==> config.mk <==
export PLATFORM = sky130hd
export DESIGN_NAME = regfile_sb_flat
export DESIGN_NICKNAME = d
export VERILOG_FILES = /design/src/rtl/regfile_sb_if.sv /design/src/rtl/regfile_sb.sv /design/src/flat_wrapper.sv
export SDC_FILE = /design/constraint.sdc
export NUM_CORES = 1
export LEC_CHECK = 0
export ABC_CLOCK_PERIOD_IN_PS = 7210
export CAP_MARGIN = 10
export CORE_MARGIN = 5
export CORE_UTILIZATION = 25
export CTS_CLUSTER_DIAMETER = 30
export CTS_CLUSTER_SIZE = 12
export DETAILED_ROUTE_END_ITERATION = 12
export SYNTH_ARGS = -nofsm -noshare
export SYNTH_HDL_FRONTEND = slang
export SYNTH_SLANG_ARGS = --single-unit
export TNS_END_PERCENT = 100
==> constraint.sdc <==
create_clock -name clk -period 7.21 [get_ports clk]
set_clock_uncertainty 0.15 [all_clocks]
set_input_delay 2.163 -clock clk [delete_from_list [all_inputs] [get_ports clk]]
set_output_delay 2.163 -clock clk [all_outputs]
set_load 0.05 [all_outputs]
==> src/rtl/regfile_sb_if.sv <==
`default_nettype none
// ============================================================================
// regfile_sb_if : decode/writeback bus of the regfile_sb register file
// Rev 1.0
// ============================================================================
interface regfile_sb_if #(
  parameter int XLEN = 32,
  parameter int NREG = 32,
  parameter int NRP  = 2,
  parameter int AW   = $clog2(NREG)
);
  logic [NRP*AW-1:0]   rs_addr;
  logic [NRP*XLEN-1:0] rs_data;
  logic [NRP-1:0]      rs_busy;
  logic                iss_valid;
  logic [AW-1:0]       iss_rd;
  logic                we;
  logic [AW-1:0]       rd;
  logic [XLEN-1:0]     indata;
  logic [AW-1:0]       dbg_addr;
  logic [XLEN-1:0]     dbg_data;
  logic                ready;

  modport master (
    output rs_addr, iss_valid, iss_rd, we, rd, indata, dbg_addr,
    input  rs_data, rs_busy, dbg_data, ready
  );

  modport slave (
    input  rs_addr, iss_valid, iss_rd, we, rd, indata, dbg_addr,
    output rs_data, rs_busy, dbg_data, ready
  );
endinterface
`default_nettype wire

==> src/rtl/regfile_sb.sv <==
`default_nettype none
// ============================================================================
// regfile_sb : register file with NRP read ports, pending-write scoreboard,
// post-reset clear pass and registered debug read. Option: REGFILE_BYPASS_EN.
// Rev 1.0
// ============================================================================
module regfile_sb #(
  parameter int XLEN = 32,
  parameter int NREG = 32,
  parameter int NRP  = 2,
  parameter int AW   = $clog2(NREG)
) (
  input  logic        clk,
  input  logic        rst_n,
  regfile_sb_if.slave bus
);

  localparam logic [AW:0]   c_nreg = (AW+1)'(NREG);
  localparam logic [AW-1:0] c_last = AW'(NREG - 1);

  typedef enum logic [0:0] {
    INIT = 1'b0,
    RUN  = 1'b1
  } state_t;

  state_t          state_q;
  logic [AW-1:0]   cnt_q;
  logic            ready_q;
  logic [XLEN-1:0] dbg_q;
  logic [NREG-1:0] pend_q;
  logic [NREG-1:0] pend_d;
  logic [XLEN-1:0] rf_q [NREG];
  logic            wr_en;
  logic            iss_en;

  // Entry 0 and addresses past the populated range behave as constant zero
  function automatic logic in_range(input logic [AW-1:0] a);
    return (a != '0) && ({1'b0, a} < c_nreg);
  endfunction

  assign wr_en  = (state_q == RUN) && bus.we && in_range(bus.rd);
  assign iss_en = (state_q == RUN) && bus.iss_valid && in_range(bus.iss_rd);

  // A new producer issued in the same cycle as the old one retires keeps the bit set
  always_comb begin
    pend_d = pend_q;
    if (wr_en)  pend_d[bus.rd]     = 1'b0;
    if (iss_en) pend_d[bus.iss_rd] = 1'b1;
    pend_d[0] = 1'b0;
  end

  always_ff @(posedge clk or negedge rst_n) begin
    if (!rst_n) begin
      state_q <= INIT;
      cnt_q   <= '0;
      ready_q <= 1'b0;
      dbg_q   <= '0;
      pend_q  <= '0;
    end else begin
      case (state_q)
        INIT: begin
          cnt_q <= cnt_q + 1'b1;
          if (cnt_q == c_last) begin
            state_q <= RUN;
            ready_q <= 1'b1;
          end
        end
        RUN: begin
          pend_q <= pend_d;
          dbg_q  <= in_range(bus.dbg_addr) ? rf_q[bus.dbg_addr] : '0;
        end
        default: state_q <= INIT;
      endcase
    end
  end

  // Storage has no reset; the INIT pass clears it one entry per cycle
  always_ff @(posedge clk) begin
    if (state_q == INIT) begin
      rf_q[cnt_q] <= '0;
    end else if (wr_en) begin
      rf_q[bus.rd] <= bus.indata;
    end
  end

  generate
    for (genvar k = 0; k < NRP; k++) begin : g_rd_port
      logic [AW-1:0] addr;
      logic          hit;
      assign addr = bus.rs_addr[k*AW +: AW];
`ifdef REGFILE_BYPASS_EN
      assign hit = wr_en && (bus.rd == addr);
`else
      assign hit = 1'b0;
`endif
      assign bus.rs_data[k*XLEN +: XLEN] = (!ready_q || !in_range(addr)) ? '0 :
                                           hit ? bus.indata : rf_q[addr];
      assign bus.rs_busy[k] = ready_q && in_range(addr) && !hit && pend_q[addr];
    end
  endgenerate

  assign bus.ready    = ready_q;
  assign bus.dbg_data = dbg_q;

endmodule
`default_nettype wire

==> src/flat_wrapper.sv <==
// flat-port wrapper written by rule: the top's interface ports become plain ports
module regfile_sb_flat 
#(
  parameter int XLEN = 32,
  parameter int NREG = 32,
  parameter int NRP  = 2,
  parameter int AW   = $clog2(NREG)
)
  (clk, rst_n, bus_rs_addr, bus_iss_valid, bus_iss_rd, bus_we, bus_rd, bus_indata, bus_dbg_addr, bus_rs_data, bus_rs_busy, bus_dbg_data, bus_ready);
  regfile_sb_if #(.XLEN(XLEN), .NREG(NREG), .NRP(NRP), .AW(AW)) bus_i ();
  input  logic clk;
  input  logic rst_n;
  input wire logic [$bits(bus_i.rs_addr)-1:0] bus_rs_addr;
  input wire logic [$bits(bus_i.iss_valid)-1:0] bus_iss_valid;
  input wire logic [$bits(bus_i.iss_rd)-1:0] bus_iss_rd;
  input wire logic [$bits(bus_i.we)-1:0] bus_we;
  input wire logic [$bits(bus_i.rd)-1:0] bus_rd;
  input wire logic [$bits(bus_i.indata)-1:0] bus_indata;
  input wire logic [$bits(bus_i.dbg_addr)-1:0] bus_dbg_addr;
  output wire logic [$bits(bus_i.rs_data)-1:0] bus_rs_data;
  output wire logic [$bits(bus_i.rs_busy)-1:0] bus_rs_busy;
  output wire logic [$bits(bus_i.dbg_data)-1:0] bus_dbg_data;
  output wire logic [$bits(bus_i.ready)-1:0] bus_ready;
  assign bus_i.rs_addr = bus_rs_addr;
  assign bus_i.iss_valid = bus_iss_valid;
  assign bus_i.iss_rd = bus_iss_rd;
  assign bus_i.we = bus_we;
  assign bus_i.rd = bus_rd;
  assign bus_i.indata = bus_indata;
  assign bus_i.dbg_addr = bus_dbg_addr;
  assign bus_rs_data = bus_i.rs_data;
  assign bus_rs_busy = bus_i.rs_busy;
  assign bus_dbg_data = bus_i.dbg_data;
  assign bus_ready = bus_i.ready;
  regfile_sb #(.XLEN(XLEN), .NREG(NREG), .NRP(NRP), .AW(AW)) u_core (.clk(clk), .rst_n(rst_n), .bus(bus_i));
endmodule
* After elaboration in Yosys (flattened, before gate mapping)
Memory sizes are Yosys's and may differ from the RTL's.
Index checks and enable logic that the tools add are counted.
** Word-level totals
- RAM bits :: 1024
- Bits in latches :: 0
- Logic and storage cells :: 62
- Memories :: 1
- Memory bits (read-only) :: 0
- Register bits :: 70
** Cells by class
- Bitwise operators :: 4
- Shift-type cells :: 0
- Equality and inequality tests :: 1
- Reductions and logical operators :: 22
- $add $sub $neg :: 1
- Multiply operators :: 0
- Divide/modulo/power cells :: 0
- Order comparisons :: 6
- Muxes and demuxes :: 22
** Memory list
- u_core.rf_q :: depth 32, bits a word 32, read ports 3, clocked after memory_dff 0, wr ports 1, RTL line regfile_sb.sv:32 : logic [XLEN-1:0] rf_q [NREG];
** Operator list (number)
- $mux 32 :: 6
- $and 32x32->32 :: 1
- $not 32->32 :: 1
- $or 32x32->32 :: 1
- $reduce_or 32->1 :: 1
- $reduce_bool 5->1 :: 5
- $lt 5x6->1 const B :: 4
- $mux 1 :: 11
- $bmux 1 s5 :: 2
- $demux 1 s5 :: 2
- $ge 5x1->1 const B :: 2
- $logic_and 1x1->1 :: 10
- $add 5x1->5 const B :: 1
- $eq 5x5->1 const B :: 1
- $mux 5 :: 1
- $logic_not 1->1 :: 3
- $logic_or 1x1->1 :: 2
- $reduce_and 2->1 :: 1
- $not 1->1 :: 1

* Depth between registers and ports, before layout
- Depth in word-level cells :: 9
- Gate-level depth with buffers :: 10
- Depth with buffers taken out :: 5

* Worst setup path before layout
No wires, ideal clock.
- Path kind :: input -> output
- From :: in bus_rs_addr[5]
- To :: out bus_rs_data[33]
- Path slack :: 0.857 ns
- Required time :: 4.897 ns
- Stages :: 6
- Arrival :: 4.040 ns
- Path through :: clkbuf_1 -> buf_2 -> buf_2 -> mux4_2 -> mux2i_1 -> o221ai_1
** Between the ends
- Word-level cells in the longest chain between the ends :: 4
- Elaborated cells on any way between the ends :: 5
- Those cells by class :: mux: 1; reduce/logical: 3; memory: 1
** RTL lines
- start: declaration :: RTL line flat_wrapper.sv:13 : input wire logic [$bits(bus_i.rs_addr)-1:0] bus_rs_addr;
- parallel branches: the longest is 3 deep, another holds $mem_v2 32x32
- $mux 32 (*) :: RTL line regfile_sb.sv:96 : assign bus.rs_data[k*XLEN +: XLEN] = (!ready_q || !in_range(addr)) ? '0 :
- end: declaration :: RTL line flat_wrapper.sv:20 : output wire logic [$bits(bus_i.rs_data)-1:0] bus_rs_data;
Mark *: on every way between the ends.

* Final worst setup path
- From :: in bus_rs_addr[9]
- To :: out bus_rs_data[55]
The elaborated chain is that of the path after synthesis.

==> metrics.csv <==
metric,value,unit
reg2reg_to,u_core.rf_q[0][1],
rr_worst_depth,5,
ctsHoldBuffers,0,
r2r-start,u_core.state_q,
gp_congestion,0.850,
wl,224000,um
overflow,0,
clock-sinks,1094,
nets,3599,
yosys_warnings,0,
syn_area,59200,sq um
async_flop_share,0.0640,
initial_core_util,0.251,
synth.net_count,3368,
wl_per_cell,32.7,um
max_stage_delay,880,ps
worst-path-max-fanout,17,
clk_latency,810,ps
grt_first_pass_wirelength,311000,um
synth_cells,3305,
grt_pass1_vias,38900,
synth_cell_types,55,
die_w,497,um
cts_setup_buffers,0,
ios,160,
dr.pass1.iters,7,
rsz0062_at_grt,no,
grt_max_degree,81,
ff2ff_setup_slack,3210,ps
detailedPlace.worstSlack,325,ps
critPathArrivalTime,4600,ps
h-tree-depth,4,
period_minus_slack,6910,ps
hp-class,flip-flop to flip-flop,
cap_viol_max_count,0,
drt_first_iter_violations,5108,
fmax,145,MHz
report.final.slew_viol_count,0,
grt_antenna_before_repair,11,
drc,0,
cts_tree,built,
dpl.hpwl,136000,um
synth_edf_count,1024,
critical_path_class,primary input to output port,
vias_per_cell,5.67,
hp-start,u_core.cnt_q[0],
final_core_util,0.308,
setup_ws,296,ps
yosysSeqAreaShare,0.549,
worstPathRequired,4900,ps
placed_cell_area,66200,sq um
hold-worst-slack,382,ps
cts_resized,0,
core_region_area,236000,sq um
hold_viol,0,
min_period_over_period,0.959,
die-area,247000,sq um
synth.avg_cell_area,17.9,sq um
power_density,247,nW/um^2
final-setup-viol-count,0,
fin_area,72500,sq um
die_h,497,um
status,"complete, no violations",
worstMarginPinSlew,1220,ps
relSlewSlack,0.187,
clock_path_buffers,3,
critPathCaptureType,output port,
vias,38900,
critPathLaunchType,primary input,
holdPathStages,1,
io_buffers,159,
peakVddDrop,0.261,mV
synthFlopType,edfxtp_1,
ys_ff_latch,1094,
tns,0,ps
crit_start,bus_rs_addr[9],
drive_gt1_frac,0.370,
clockRootBuffer,clkbuf_16,
slowest_stage,or4b_4,
syn2layout_area_growth,22.4,%
numCtsBuffers,182,
cp_cell_sequence,"clkdlybuf4s50_1, or4b_4, buf_4, o22a_1, o221ai_1, buf_12",
path_clk_slew,50,ps
rows,178,
track_usage,0.175,
min_to,u_core.cnt_q[0],
ant_nets,0,
power.leakage,25.1,nW
routing by layer:
| layer | up-vias | GRT usage | wire (um) |
|---|---|---|---|
| met5 | - | 0 | 0 |
| met4 | 0 | 0.0978 | 14300 |
| met3 | 578 | 0.0383 | 20400 |
| met2 | 2599 | 0.288 | 108000 |
| met1 | 20700 | 0.214 | 82000 |
| li1 | 14900 | - | - |
power by group:
group / internal [mW] / leakage (nW) / switching [mW]
Combinational: 0.746 / 10.6 / 1.19
Sequential: 7.02 / 11.5 / 0.0603
Clock: 5.54 / 3.01 / 3.34
layout make-up:
| class | instances | area (sq um) |
|---|---|---|
| inverter | 5 | 18.8 |
| clock inverter | 136 | 1570 |
| multi-input combinational | 1906 | 25600 |
| fill | 22900 | 163000 |
| sequential | 1094 | 32500 |
| tap | 3150 | 3940 |
| timing repair buffer | 347 | 4140 |
| antenna | 11 | 27.5 |
| clock buffer | 202 | 4720 |
state kept, by name, indices dropped and copies added, names as in the netlist:
name	flops
u_core.rf_q	1024
u_core.bus.dbg_data	32
u_core.state_q	1
u_core.bus.ready	1
u_core.pend_q	31
u_core.cnt_q	5
metrics by stage:
step	std cells	power [mW]
after floorplan	3305	8.31
after detailed placement	6502	9.12
final	6851	17.9
after CTS	6840	18.0
after global placement	6502	9.12
after global routing	6841	18.3
cells by family after synthesis:
family | Yosys count | synth area share
multiplexers | 1178 | 0.345
flip-flops | 1094 | 0.549
AO/OA/AOI/OAI | 395 | 0.0530
AND/OR/NAND/NOR | 328 | 0.0269
buffers and inverters | 305 | 0.0255
XOR/XNOR | 3 | 0.000444
adder cells (fa/ha/maj) | 2 | 0.000422
Yosys cell counts, drive strengths merged (9+ instances only):
| cell type | n | area share |
|---|---|---|
| edfxtp | 1024 | 0.52 |
| o21ai | 65 | 0.0055 |
| nand4 | 19 | 0.0020 |
| a22oi | 44 | 0.0056 |
| o22a | 78 | 0.012 |
| clkbuf | 127 | 0.0081 |
| o2111a | 11 | 0.0021 |
| o221ai | 66 | 0.0098 |
| mux2 | 31 | 0.0059 |
| and2 | 36 | 0.0038 |
| nor2b | 15 | 0.0016 |
| mux2i | 458 | 0.077 |
| nand2 | 120 | 0.0076 |
| nand3b | 9 | 0.0011 |
| nor2 | 60 | 0.0038 |
| o22ai | 24 | 0.0025 |
| mux4 | 689 | 0.26 |
| a221oi | 37 | 0.0069 |
| a21oi | 11 | 0.00093 |
| nor3 | 13 | 0.0012 |
| buf | 173 | 0.017 |
| o2111ai | 20 | 0.0030 |
| dfrtp | 70 | 0.030 |
| a211oi | 14 | 0.0018 |
| nand3 | 27 | 0.0023 |
worst max-delay path by stage:
stage	endpoint	depth (start not counted)
6_report	bus_rs_data[55]	6
5_1_grt	bus_rs_data[12]	9
4_1_cts	bus_rs_data[55]	6
3_5_place_dp	bus_rs_data[55]	6
3_3_place_gp	bus_rs_data[40]	6
2_1_floorplan	bus_rs_data[33]	6
worst max-delay path, delay by kind of cell:
family	cells	cell delay, ps
AND/OR/NAND/NOR	1	880
AO/OA/AOI/OAI	2	420
buffers and inverters	3	1110
placed cells by master, fill, tap and decap left out, drive strengths merged, types with 14 or more instances in the layout:
master         instances
mux2i                458
edfxtp              1024
nor2b                 15
clkinv                67
inv                   29
dfrtp                 70
clkinvlp              24
o221ai                66
nand3                 27
a211oi                14
and2                  36
o21ai                 65
clkbuf               202
a221oi                37
nor2                  60
bufinv                21
o22a                  78
clkdlybuf4s50         81
o2111ai               20
buf                  266
mux4                 689
o22ai                 24
nand2                120
mux2                  31
nand4                 19
a22oi                 44
Note: power is estimated with default switching activity, not from simulation.
